**src/rtl/trap_pkg.sv**
```systemverilog
// ============================================================================
// Module  : trap_pkg
// Brief   : Shared state encoding and cause constants for the trap sequencer.
// Revision: 1.0
// ============================================================================
`default_nettype none

package trap_pkg;

    typedef enum logic [2:0] {
        IDLE    = 3'd0,
        SAVE    = 3'd1,
        JUMP    = 3'd2,
        RETJUMP = 3'd3,
        FLUSH   = 3'd4
    } state_t;

    localparam logic [3:0] CAUSE_EXT_IRQ   = 4'd11;
    localparam logic [3:0] CAUSE_TIMER_IRQ = 4'd7;
    localparam int         INTERRUPT_BIT   = 31;

endpackage

`default_nettype wire

```
**src/rtl/trap_sequencer_if.sv**
```systemverilog
// ============================================================================
// Module  : trap_sequencer_if
// Brief   : Retirement, CSR and redirect signals between pipeline and sequencer.
// Revision: 1.0
// ============================================================================
`default_nettype none

interface trap_sequencer_if;

    logic        external_interrupt_in;
    logic        timer_interrupt_in;
    logic        mstatus_mie_in;
    logic        meie_in;
    logic        mtie_in;
    logic [31:0] mtvec_in;
    logic [31:0] mepc_in;
    logic        retire_valid_in;
    logic        stall_in;
    logic [31:0] retire_pc_in;
    logic [31:0] retire_next_pc_in;
    logic        exception_in;
    logic [3:0]  exception_cause_in;
    logic        mret_in;

    logic        suppress_commit_out;
    logic        trap_enter_out;
    logic [31:0] mepc_out;
    logic [31:0] mcause_out;
    logic        trap_return_out;
    logic        jump_valid_out;
    logic [31:0] jump_address_out;
    logic        flush_out;
    logic        busy_out;

    // Pipeline / CSR side
    modport master (
        output external_interrupt_in, timer_interrupt_in, mstatus_mie_in,
               meie_in, mtie_in, mtvec_in, mepc_in, retire_valid_in,
               stall_in, retire_pc_in, retire_next_pc_in, exception_in,
               exception_cause_in, mret_in,
        input  suppress_commit_out, trap_enter_out, mepc_out, mcause_out,
               trap_return_out, jump_valid_out, jump_address_out,
               flush_out, busy_out
    );

    // Sequencer side
    modport slave (
        input  external_interrupt_in, timer_interrupt_in, mstatus_mie_in,
               meie_in, mtie_in, mtvec_in, mepc_in, retire_valid_in,
               stall_in, retire_pc_in, retire_next_pc_in, exception_in,
               exception_cause_in, mret_in,
        output suppress_commit_out, trap_enter_out, mepc_out, mcause_out,
               trap_return_out, jump_valid_out, jump_address_out,
               flush_out, busy_out
    );

endinterface

`default_nettype wire

```
**src/rtl/trap_target_calc.sv**
```systemverilog
// ============================================================================
// Module  : trap_target_calc
// Brief   : Decodes mtvec and adds the vectored-interrupt offset.
// Revision: 1.0
// ============================================================================
`default_nettype none

module trap_target_calc (
    input  logic [31:0] mtvec,
    input  logic        interrupt,
    input  logic [3:0]  code,
    output logic [31:0] target
);

    logic [31:0] w_base;
    logic        w_vectored;

    assign w_base     = {mtvec[31:2], 2'b00};
    assign w_vectored = (mtvec[1:0] == 2'b01);

    // Offset wraps modulo 2^32 by construction of the 32-bit add.
    assign target = (w_vectored && interrupt) ? (w_base + {26'd0, code, 2'b00})
                                              : w_base;

endmodule

`default_nettype wire

```
**src/rtl/trap_sequencer.sv**
```systemverilog
// ============================================================================
// Module  : trap_sequencer
// Brief   : Machine-mode trap/interrupt entry and mret sequencing with flush.
// Revision: 1.0
// ============================================================================
`default_nettype none

module trap_sequencer
    import trap_pkg::*;
#(
    parameter int FLUSH_CYCLES = 2
) (
    input  logic             clk,
    input  logic             rst,
    trap_sequencer_if.slave  bus
);

    localparam logic [3:0] c_flush_load = 4'(FLUSH_CYCLES - 1);

    state_t      r_state;
    logic [3:0]  r_flush_cnt;
    logic        r_trap_enter;
    logic        r_trap_return;
    logic        r_jump_valid;
    logic        r_flush;
    logic [31:0] r_mepc;
    logic [31:0] r_mcause;
    logic [31:0] r_jump_address;

    logic        w_accept;
    logic        w_ext_take;
    logic        w_tim_take;
    logic        w_is_exc;
    logic        w_is_ret;
    logic        w_is_irq;
    logic [3:0]  w_irq_code;
    logic [31:0] w_mcause;
    logic [31:0] w_trap_target;

    assign w_accept   = (r_state == IDLE) & bus.retire_valid_in & ~bus.stall_in;
    assign w_ext_take = bus.mstatus_mie_in & bus.meie_in & bus.external_interrupt_in;
    assign w_tim_take = bus.mstatus_mie_in & bus.mtie_in & bus.timer_interrupt_in;
    assign w_is_exc   = w_accept & bus.exception_in;
    assign w_is_ret   = w_accept & ~bus.exception_in & bus.mret_in;
    assign w_is_irq   = w_accept & ~bus.exception_in & ~bus.mret_in
                      & (w_ext_take | w_tim_take);
    assign w_irq_code = w_ext_take ? CAUSE_EXT_IRQ : CAUSE_TIMER_IRQ;

    always_comb begin
        w_mcause = 32'd0;
        if (w_is_irq) begin
            w_mcause[3:0]          = w_irq_code;
            w_mcause[INTERRUPT_BIT] = 1'b1;
        end else begin
            w_mcause[3:0] = bus.exception_cause_in;
        end
    end

    trap_target_calc u_target_calc (
        .mtvec     (bus.mtvec_in),
        .interrupt (w_is_irq),
        .code      (w_irq_code),
        .target    (w_trap_target)
    );

    // Gated by reset so the output is quiet while reset is held.
    assign bus.suppress_commit_out = rst & w_is_exc;

    always_ff @(posedge clk or negedge rst) begin
        if (!rst) begin
            r_state        <= IDLE;
            r_flush_cnt    <= 4'd0;
            r_trap_enter   <= 1'b0;
            r_trap_return  <= 1'b0;
            r_jump_valid   <= 1'b0;
            r_flush        <= 1'b0;
            r_mepc         <= 32'd0;
            r_mcause       <= 32'd0;
            r_jump_address <= 32'd0;
        end else begin
            case (r_state)
                IDLE: begin
                    if (w_is_exc || w_is_irq) begin
                        r_state        <= SAVE;
                        r_trap_enter   <= 1'b1;
                        r_mepc         <= w_is_exc ? bus.retire_pc_in : bus.retire_next_pc_in;
                        r_mcause       <= w_mcause;
                        r_jump_address <= w_trap_target;
                    end else if (w_is_ret) begin
                        r_state        <= RETJUMP;
                        r_trap_return  <= 1'b1;
                        r_jump_valid   <= 1'b1;
                        r_flush        <= 1'b1;
                        r_jump_address <= bus.mepc_in;
                    end
                end
                SAVE: begin
                    r_state      <= JUMP;
                    r_trap_enter <= 1'b0;
                    r_jump_valid <= 1'b1;
                    r_flush      <= 1'b1;
                end
                JUMP, RETJUMP: begin
                    r_trap_return <= 1'b0;
                    r_jump_valid  <= 1'b0;
                    if (FLUSH_CYCLES > 1) begin
                        r_state     <= FLUSH;
                        r_flush_cnt <= c_flush_load;
                    end else begin
                        r_state <= IDLE;
                        r_flush <= 1'b0;
                    end
                end
                FLUSH: begin
                    if (r_flush_cnt <= 4'd1) begin
                        r_state     <= IDLE;
                        r_flush     <= 1'b0;
                        r_flush_cnt <= 4'd0;
                    end else begin
                        r_flush_cnt <= r_flush_cnt - 4'd1;
                    end
                end
                default: begin
                    r_state       <= IDLE;
                    r_trap_enter  <= 1'b0;
                    r_trap_return <= 1'b0;
                    r_jump_valid  <= 1'b0;
                    r_flush       <= 1'b0;
                    r_flush_cnt   <= 4'd0;
                end
            endcase
        end
    end

    assign bus.trap_enter_out   = r_trap_enter;
    assign bus.trap_return_out  = r_trap_return;
    assign bus.jump_valid_out   = r_jump_valid;
    assign bus.jump_address_out = r_jump_address;
    assign bus.flush_out        = r_flush;
    assign bus.mepc_out         = r_mepc;
    assign bus.mcause_out       = r_mcause;
    assign bus.busy_out         = (r_state != IDLE);

endmodule

`default_nettype wire

```
**src/flat_wrapper.sv**
```systemverilog
// flat-port wrapper written by rule: the top's interface ports become plain ports
module trap_sequencer_flat import trap_pkg::*;
#(
    parameter int FLUSH_CYCLES = 2
)
  (clk, rst, bus_external_interrupt_in, bus_timer_interrupt_in, bus_mstatus_mie_in, bus_meie_in, bus_mtie_in, bus_mtvec_in, bus_mepc_in, bus_retire_valid_in, bus_stall_in, bus_retire_pc_in, bus_retire_next_pc_in, bus_exception_in, bus_exception_cause_in, bus_mret_in, bus_suppress_commit_out, bus_trap_enter_out, bus_mepc_out, bus_mcause_out, bus_trap_return_out, bus_jump_valid_out, bus_jump_address_out, bus_flush_out, bus_busy_out);
  trap_sequencer_if bus_i ();
  input  logic clk;
  input  logic rst;
  input wire logic [$bits(bus_i.external_interrupt_in)-1:0] bus_external_interrupt_in;
  input wire logic [$bits(bus_i.timer_interrupt_in)-1:0] bus_timer_interrupt_in;
  input wire logic [$bits(bus_i.mstatus_mie_in)-1:0] bus_mstatus_mie_in;
  input wire logic [$bits(bus_i.meie_in)-1:0] bus_meie_in;
  input wire logic [$bits(bus_i.mtie_in)-1:0] bus_mtie_in;
  input wire logic [$bits(bus_i.mtvec_in)-1:0] bus_mtvec_in;
  input wire logic [$bits(bus_i.mepc_in)-1:0] bus_mepc_in;
  input wire logic [$bits(bus_i.retire_valid_in)-1:0] bus_retire_valid_in;
  input wire logic [$bits(bus_i.stall_in)-1:0] bus_stall_in;
  input wire logic [$bits(bus_i.retire_pc_in)-1:0] bus_retire_pc_in;
  input wire logic [$bits(bus_i.retire_next_pc_in)-1:0] bus_retire_next_pc_in;
  input wire logic [$bits(bus_i.exception_in)-1:0] bus_exception_in;
  input wire logic [$bits(bus_i.exception_cause_in)-1:0] bus_exception_cause_in;
  input wire logic [$bits(bus_i.mret_in)-1:0] bus_mret_in;
  output wire logic [$bits(bus_i.suppress_commit_out)-1:0] bus_suppress_commit_out;
  output wire logic [$bits(bus_i.trap_enter_out)-1:0] bus_trap_enter_out;
  output wire logic [$bits(bus_i.mepc_out)-1:0] bus_mepc_out;
  output wire logic [$bits(bus_i.mcause_out)-1:0] bus_mcause_out;
  output wire logic [$bits(bus_i.trap_return_out)-1:0] bus_trap_return_out;
  output wire logic [$bits(bus_i.jump_valid_out)-1:0] bus_jump_valid_out;
  output wire logic [$bits(bus_i.jump_address_out)-1:0] bus_jump_address_out;
  output wire logic [$bits(bus_i.flush_out)-1:0] bus_flush_out;
  output wire logic [$bits(bus_i.busy_out)-1:0] bus_busy_out;
  assign bus_i.external_interrupt_in = bus_external_interrupt_in;
  assign bus_i.timer_interrupt_in = bus_timer_interrupt_in;
  assign bus_i.mstatus_mie_in = bus_mstatus_mie_in;
  assign bus_i.meie_in = bus_meie_in;
  assign bus_i.mtie_in = bus_mtie_in;
  assign bus_i.mtvec_in = bus_mtvec_in;
  assign bus_i.mepc_in = bus_mepc_in;
  assign bus_i.retire_valid_in = bus_retire_valid_in;
  assign bus_i.stall_in = bus_stall_in;
  assign bus_i.retire_pc_in = bus_retire_pc_in;
  assign bus_i.retire_next_pc_in = bus_retire_next_pc_in;
  assign bus_i.exception_in = bus_exception_in;
  assign bus_i.exception_cause_in = bus_exception_cause_in;
  assign bus_i.mret_in = bus_mret_in;
  assign bus_suppress_commit_out = bus_i.suppress_commit_out;
  assign bus_trap_enter_out = bus_i.trap_enter_out;
  assign bus_mepc_out = bus_i.mepc_out;
  assign bus_mcause_out = bus_i.mcause_out;
  assign bus_trap_return_out = bus_i.trap_return_out;
  assign bus_jump_valid_out = bus_i.jump_valid_out;
  assign bus_jump_address_out = bus_i.jump_address_out;
  assign bus_flush_out = bus_i.flush_out;
  assign bus_busy_out = bus_i.busy_out;
  trap_sequencer #(.FLUSH_CYCLES(FLUSH_CYCLES)) u_core (.clk(clk), .rst(rst), .bus(bus_i));
endmodule
```
**config.mk**
```make
export PLATFORM = sky130hd
export DESIGN_NAME = trap_sequencer_flat
export DESIGN_NICKNAME = d
export VERILOG_FILES = /design/src/rtl/trap_pkg.sv /design/src/rtl/trap_sequencer_if.sv /design/src/rtl/trap_target_calc.sv /design/src/rtl/trap_sequencer.sv /design/src/flat_wrapper.sv
export SDC_FILE = /design/constraint.sdc
export NUM_CORES = 1
export LEC_CHECK = 0
export BUFFER_PORTS_ARGS = -buffer_cell sky130_fd_sc_hd__buf_2
export CAP_MARGIN = 5
export CELL_PAD_IN_SITES_DETAIL_PLACEMENT = 0
export CELL_PAD_IN_SITES_GLOBAL_PLACEMENT = 1
export CORE_ASPECT_RATIO = 0.75
export CORE_MARGIN = 2
export CORE_UTILIZATION = 30
export CTS_CLUSTER_SIZE = 8
export DETAILED_ROUTE_END_ITERATION = 12
export PLACE_DENSITY = 0.88
export SLEW_MARGIN = 20
export SYNTH_ARGS = -nofsm -noshare
export SYNTH_HDL_FRONTEND = slang
export SYNTH_SLANG_ARGS = --single-unit
export TNS_END_PERCENT = 20
```
**constraint.sdc**
```tcl
create_clock -name clk -period 2 [get_ports clk]
set_input_delay 0.1 -clock clk [delete_from_list [all_inputs] [get_ports clk]]
set_output_delay 0.1 -clock clk [all_outputs]
set_load 0.03 [all_outputs]
```
==> impl_metrics.csv <==
group,metric,value,unit
clock_network,htree_levels,3,
placed_design,gp_congestion,0.876,
power_and_ir_drop,p_sw,4.16,mW
power_and_ir_drop,p_seq_share,30.8,%
placed_design,place_inst,1001,
yosys,synth.mux.area_fraction,7.08,%
power_and_ir_drop,internal-power,5.21,mW
layout,fill_cells,1619,
yosys,synth_top_family_by_area,"simple AND/OR/NAND/NOR gates",
sta,rsz0062_at_grt,"true",
yosys,synth_fa_ha_area_share,1.26,%
yosys,ys.flop_type,"dfrtp_1",
yosys,synth_cells,556,
worst_setup_path,slowest_stage,"dfrtp_1",
global_route,grt_usage,19.4,%
yosys,synth_area,4980,um^2
layout,fin_nets,973,
power_and_ir_drop,vdd_drop_max,541,uV
yosys,yosysTopAreaCell,"dfrtp_1",
power_and_ir_drop,swShare,44.4,%
floorplan,die_h,116,um
sta,slew_violations,0,
clock_network,cts_tree,"yes",
worst_setup_path,path_class,"flop to flop",
yosys,synth_xor_area_share,2.28,%
yosys,synth_seq_cells,80,
floorplan,placement_rows,40,
layout,area_growth,45.7,%
worst_setup_path,cp_data_arrival_time,2.20,ns
clock_network,cts.sinks,80,
global_route,gr-total-overflow,0,
detailed_routing,antenna_left,0,
sta,final_hold_viol_count,0,
clock_network,path_clk_slew,0.06,ns
clock_network,cts_buffers,9,
global_route,grt_max_degree,51,
floorplan,boundaryPins,245,
worst_setup_path,start_kind,"flop",
worst_setup_path,endpoint_kind,"flop",
global_route,antenna_found_initial,2,
sta,worst_slew_pin_slew,0.603,ns
yosys,synth_enable_flop_cells,0,
detailed_routing,dr.pass1.iters,5,
worst_setup_path,crit_family,"simple AND/OR/NAND/NOR gates",
sta,slew_headroom,59.8,%
outcome,status,"finished clean",
detailed_routing,drtIter0Drc,343,
worst_setup_path,worstPathCellList,"nor3_4 -> buf_6 -> nand4_1 -> nor3_4 -> buf_6 -> clkbuf_16 -> mux2i_1 -> a21oi_1",
clock_network,cts.path.max_buffers,2,
sta,max_freq,502,MHz
layout,drive_gt1_share,39.2,%
floorplan,die-area,17700,um^2
yosys,yosysSeqAreaShare,40.2,%
worst_setup_path,crit_fanout,10,
yosys,synthSimpleGateAreaFrac,20.5,%
yosys,synth.distinct_cells,61,
clock_network,insertion_delay,0.35,ns
worst_setup_path,cp_num_buf_inv,3,
clock_network,root_buffer,"clkbuf_16",
detailed_routing,via_per_inst,5.05,
detailed_routing,routed_wl,18000,um
yosys,synth_compound_area_share,20.3,%
detailed_routing,drc,0,
sta,period_minus_slack,1.99,ns
power_and_ir_drop,p_per_area,1290,nW/um^2
power_and_ir_drop,p_leak,3.31,nW
layout,final_cells,1041,
floorplan,die_x,153,um
power_and_ir_drop,p_comb_share,48.7,%
floorplan,initial_core_util,30.9,%
detailed_routing,vias,5258,
run,drv_cap,0,
sta,setup_viol,0,
yosys,yosysWarningCount,0,
placed_design,dp_slack,-0.251,ns
detailed_routing,post_drt_wl_per_cell,17.3,um
placed_design,hpwl,13500,um
yosys,synthArstFlopShare,100,%
sta,final.setup.tns,0,ns
worst_setup_path,required,2.21,ns
yosys,yosysTopAreaCellShare,40.2,%
placed_design,place.port_buffers,217,
global_route,first_global_vias,4937,
yosys,syn_area_per_cell,8.96,um^2
power_and_ir_drop,p_clk_share,20.5,%
sta,fin_skew,0.00828,ns
yosys,synth_most_common_cell,"dfrtp_1",
worst_setup_path,cp_slowest_stage_delay,0.40,ns
floorplan,core-area,16100,um^2
yosys,synth.area.top_cells,"dfrtp_1, mux2i_1, a21oi_1",
yosys,yosys-top-cells-count,"dfrtp_1, nor2_1, a21oi_1, mux2i_1, buf_4",
global_route,grt_pass1_wl,26900,um
sta,fin_ws,0.00992,ns
hold_path,hold_class,"primary input to flop",
sta,fin_crit_sh,99.5,%
==> metal layers <==
layer,vias to the layer above,wire [um],GRT usage [%]
li1,2551,-,-
met5,-,0,0
met3,15,1390,5.65
met1,2490,8340,27.2
met4,0,178,3.95
met2,202,8120,30.2
==> cells by family (layout without fill, tap and decap cells) <==
| group | Yosys count | count (layout) |
|---|---|---|
| DFF | 80 | 80 |
| AOI/OAI and AO/OA | 153 | 153 |
| buffers and inverters | 79 | 327 |
| xor gates and xnor gates | 13 | 13 |
| other | 1 | 28 |
| adders and majority gates | 5 | 5 |
| muxes | 35 | 35 |
| and+or+nand+nor | 190 | 190 |
==> per-stage QoR <==
stage | utilization, % | hold WS, ns | cell area (um^2) | power (mW)
after floorplan | - | -0.196 | 5080 | 5.81
after global placement | 40.6 | 0.212 | 6540 | 7.30
after CTS | 43.8 | 0.00209 | 7070 | 9.38
after detailed placement | 40.6 | 0.218 | 6540 | 7.36
after global routing | 45.1 | 0.0107 | 7260 | 9.94
final | 45.1 | 0.00969 | 7260 | 9.37
==> layout make-up <==
type / instances / area [um^2] / area share, %
diodes: 1 / 2.50 / 0.0345
well taps: 210 / 263 / 3.62
multi-input cells: 423 / 2770 / 38.1
inverters: 15 / 56.3 / 0.775
repair buffers: 296 / 1820 / 25.1
flip-flops and latches: 80 / 2000 / 27.6
clock buffers: 9 / 225 / 3.10
clock inverters: 7 / 120 / 1.65
==> tightest hold or removal path, delay by kind of cell <==
kind	cells	cell delay, ns
AOI/OAI and AO/OA	1	0.11
buffers and inverters	1	0.07
and+or+nand+nor	1	0.04
==> path summary, 6_finish.rpt <==
| check | startpoint | endpoint | slack, ns | cells after the start |
|---|---|---|---|---|
| min in group asynchronous | rst | u_core.bus.jump_address_out[23]$_DFFE_PN0P_ | 0.37 | 3 |
| setup reg to reg | u_core.r_state[0]$_DFFE_PN0P_ | u_core.bus.mepc_out[12]$_DFFE_PN0P_ | 0.01 | 8 |
| max in group asynchronous | rst | u_core.bus.mepc_out[4]$_DFFE_PN0P_ | 1.18 | 3 |
| hold reg to reg | u_core.bus.mcause_out[31]$_DFFE_PN0P_ | u_core.bus.mcause_out[31]$_DFFE_PN0P_ | 0.47 | 1 |
| setup / recovery | u_core.r_state[0]$_DFFE_PN0P_ | u_core.bus.mepc_out[12]$_DFFE_PN0P_ | 0.01 | 8 |
| hold / removal | bus_retire_pc_in[31] | u_core.bus.mepc_out[31]$_DFFE_PN0P_ | 0.01 | 3 |
==> state kept, by name (all words and copies together) (netlist names) <==
name,flops
u_core.bus.jump_address_out,32
u_core.bus.mepc_out,32
u_core.bus.mcause_out,5
u_core.r_flush_cnt,4
u_core.r_state,3
u_core.bus.flush_out,1
u_core.bus.jump_valid_out,1
u_core.bus.trap_enter_out,1
u_core.bus.trap_return_out,1
==> cells in the final DEF, fill, tap and decap left out, types with 5 or more instances in the layout <==
master,count
dlygate4sd3_1,16
inv_1,13
and3_1,5
buf_4,54
nor2_1,55
dfrtp_1,80
nor3_1,20
xnor2_1,9
buf_2,215
mux2i_1,31
nand3_1,19
a31oi_1,5
o22ai_1,16
nand4_1,13
ha_1,5
clkbuf_16,11
and4_1,11
a211oi_1,6
a21o_1,5
a21oi_1,52
conb_1,27
nand2_1,26
o22a_1,16
o21ai_0,16
nor4_1,10
==> power by group through the flow <==
stage	clock network, mW	logic (mW)	registers [mW]
2_1_floorplan	0	1.53	4.28
3_3_place_gp	0	4.42	2.88
3_5_place_dp	0	4.47	2.89
4_1_cts	1.98	4.52	2.88
5_1_grt	2.05	4.91	2.98
6_report	1.92	4.57	2.89
==> repair_timing <==
action | in CTS | in global routing
endpoints found under the hold margin | 95 | 0
endpoints found under the setup margin | 32 | 47
resized for setup | 2 | 21
hold buffers | 16 | 0
pin swaps | 1 | 14
buffers inserted | 1 | 3
cloned | 0 | 3
Note: power is estimated with default switching activity, not from simulation.
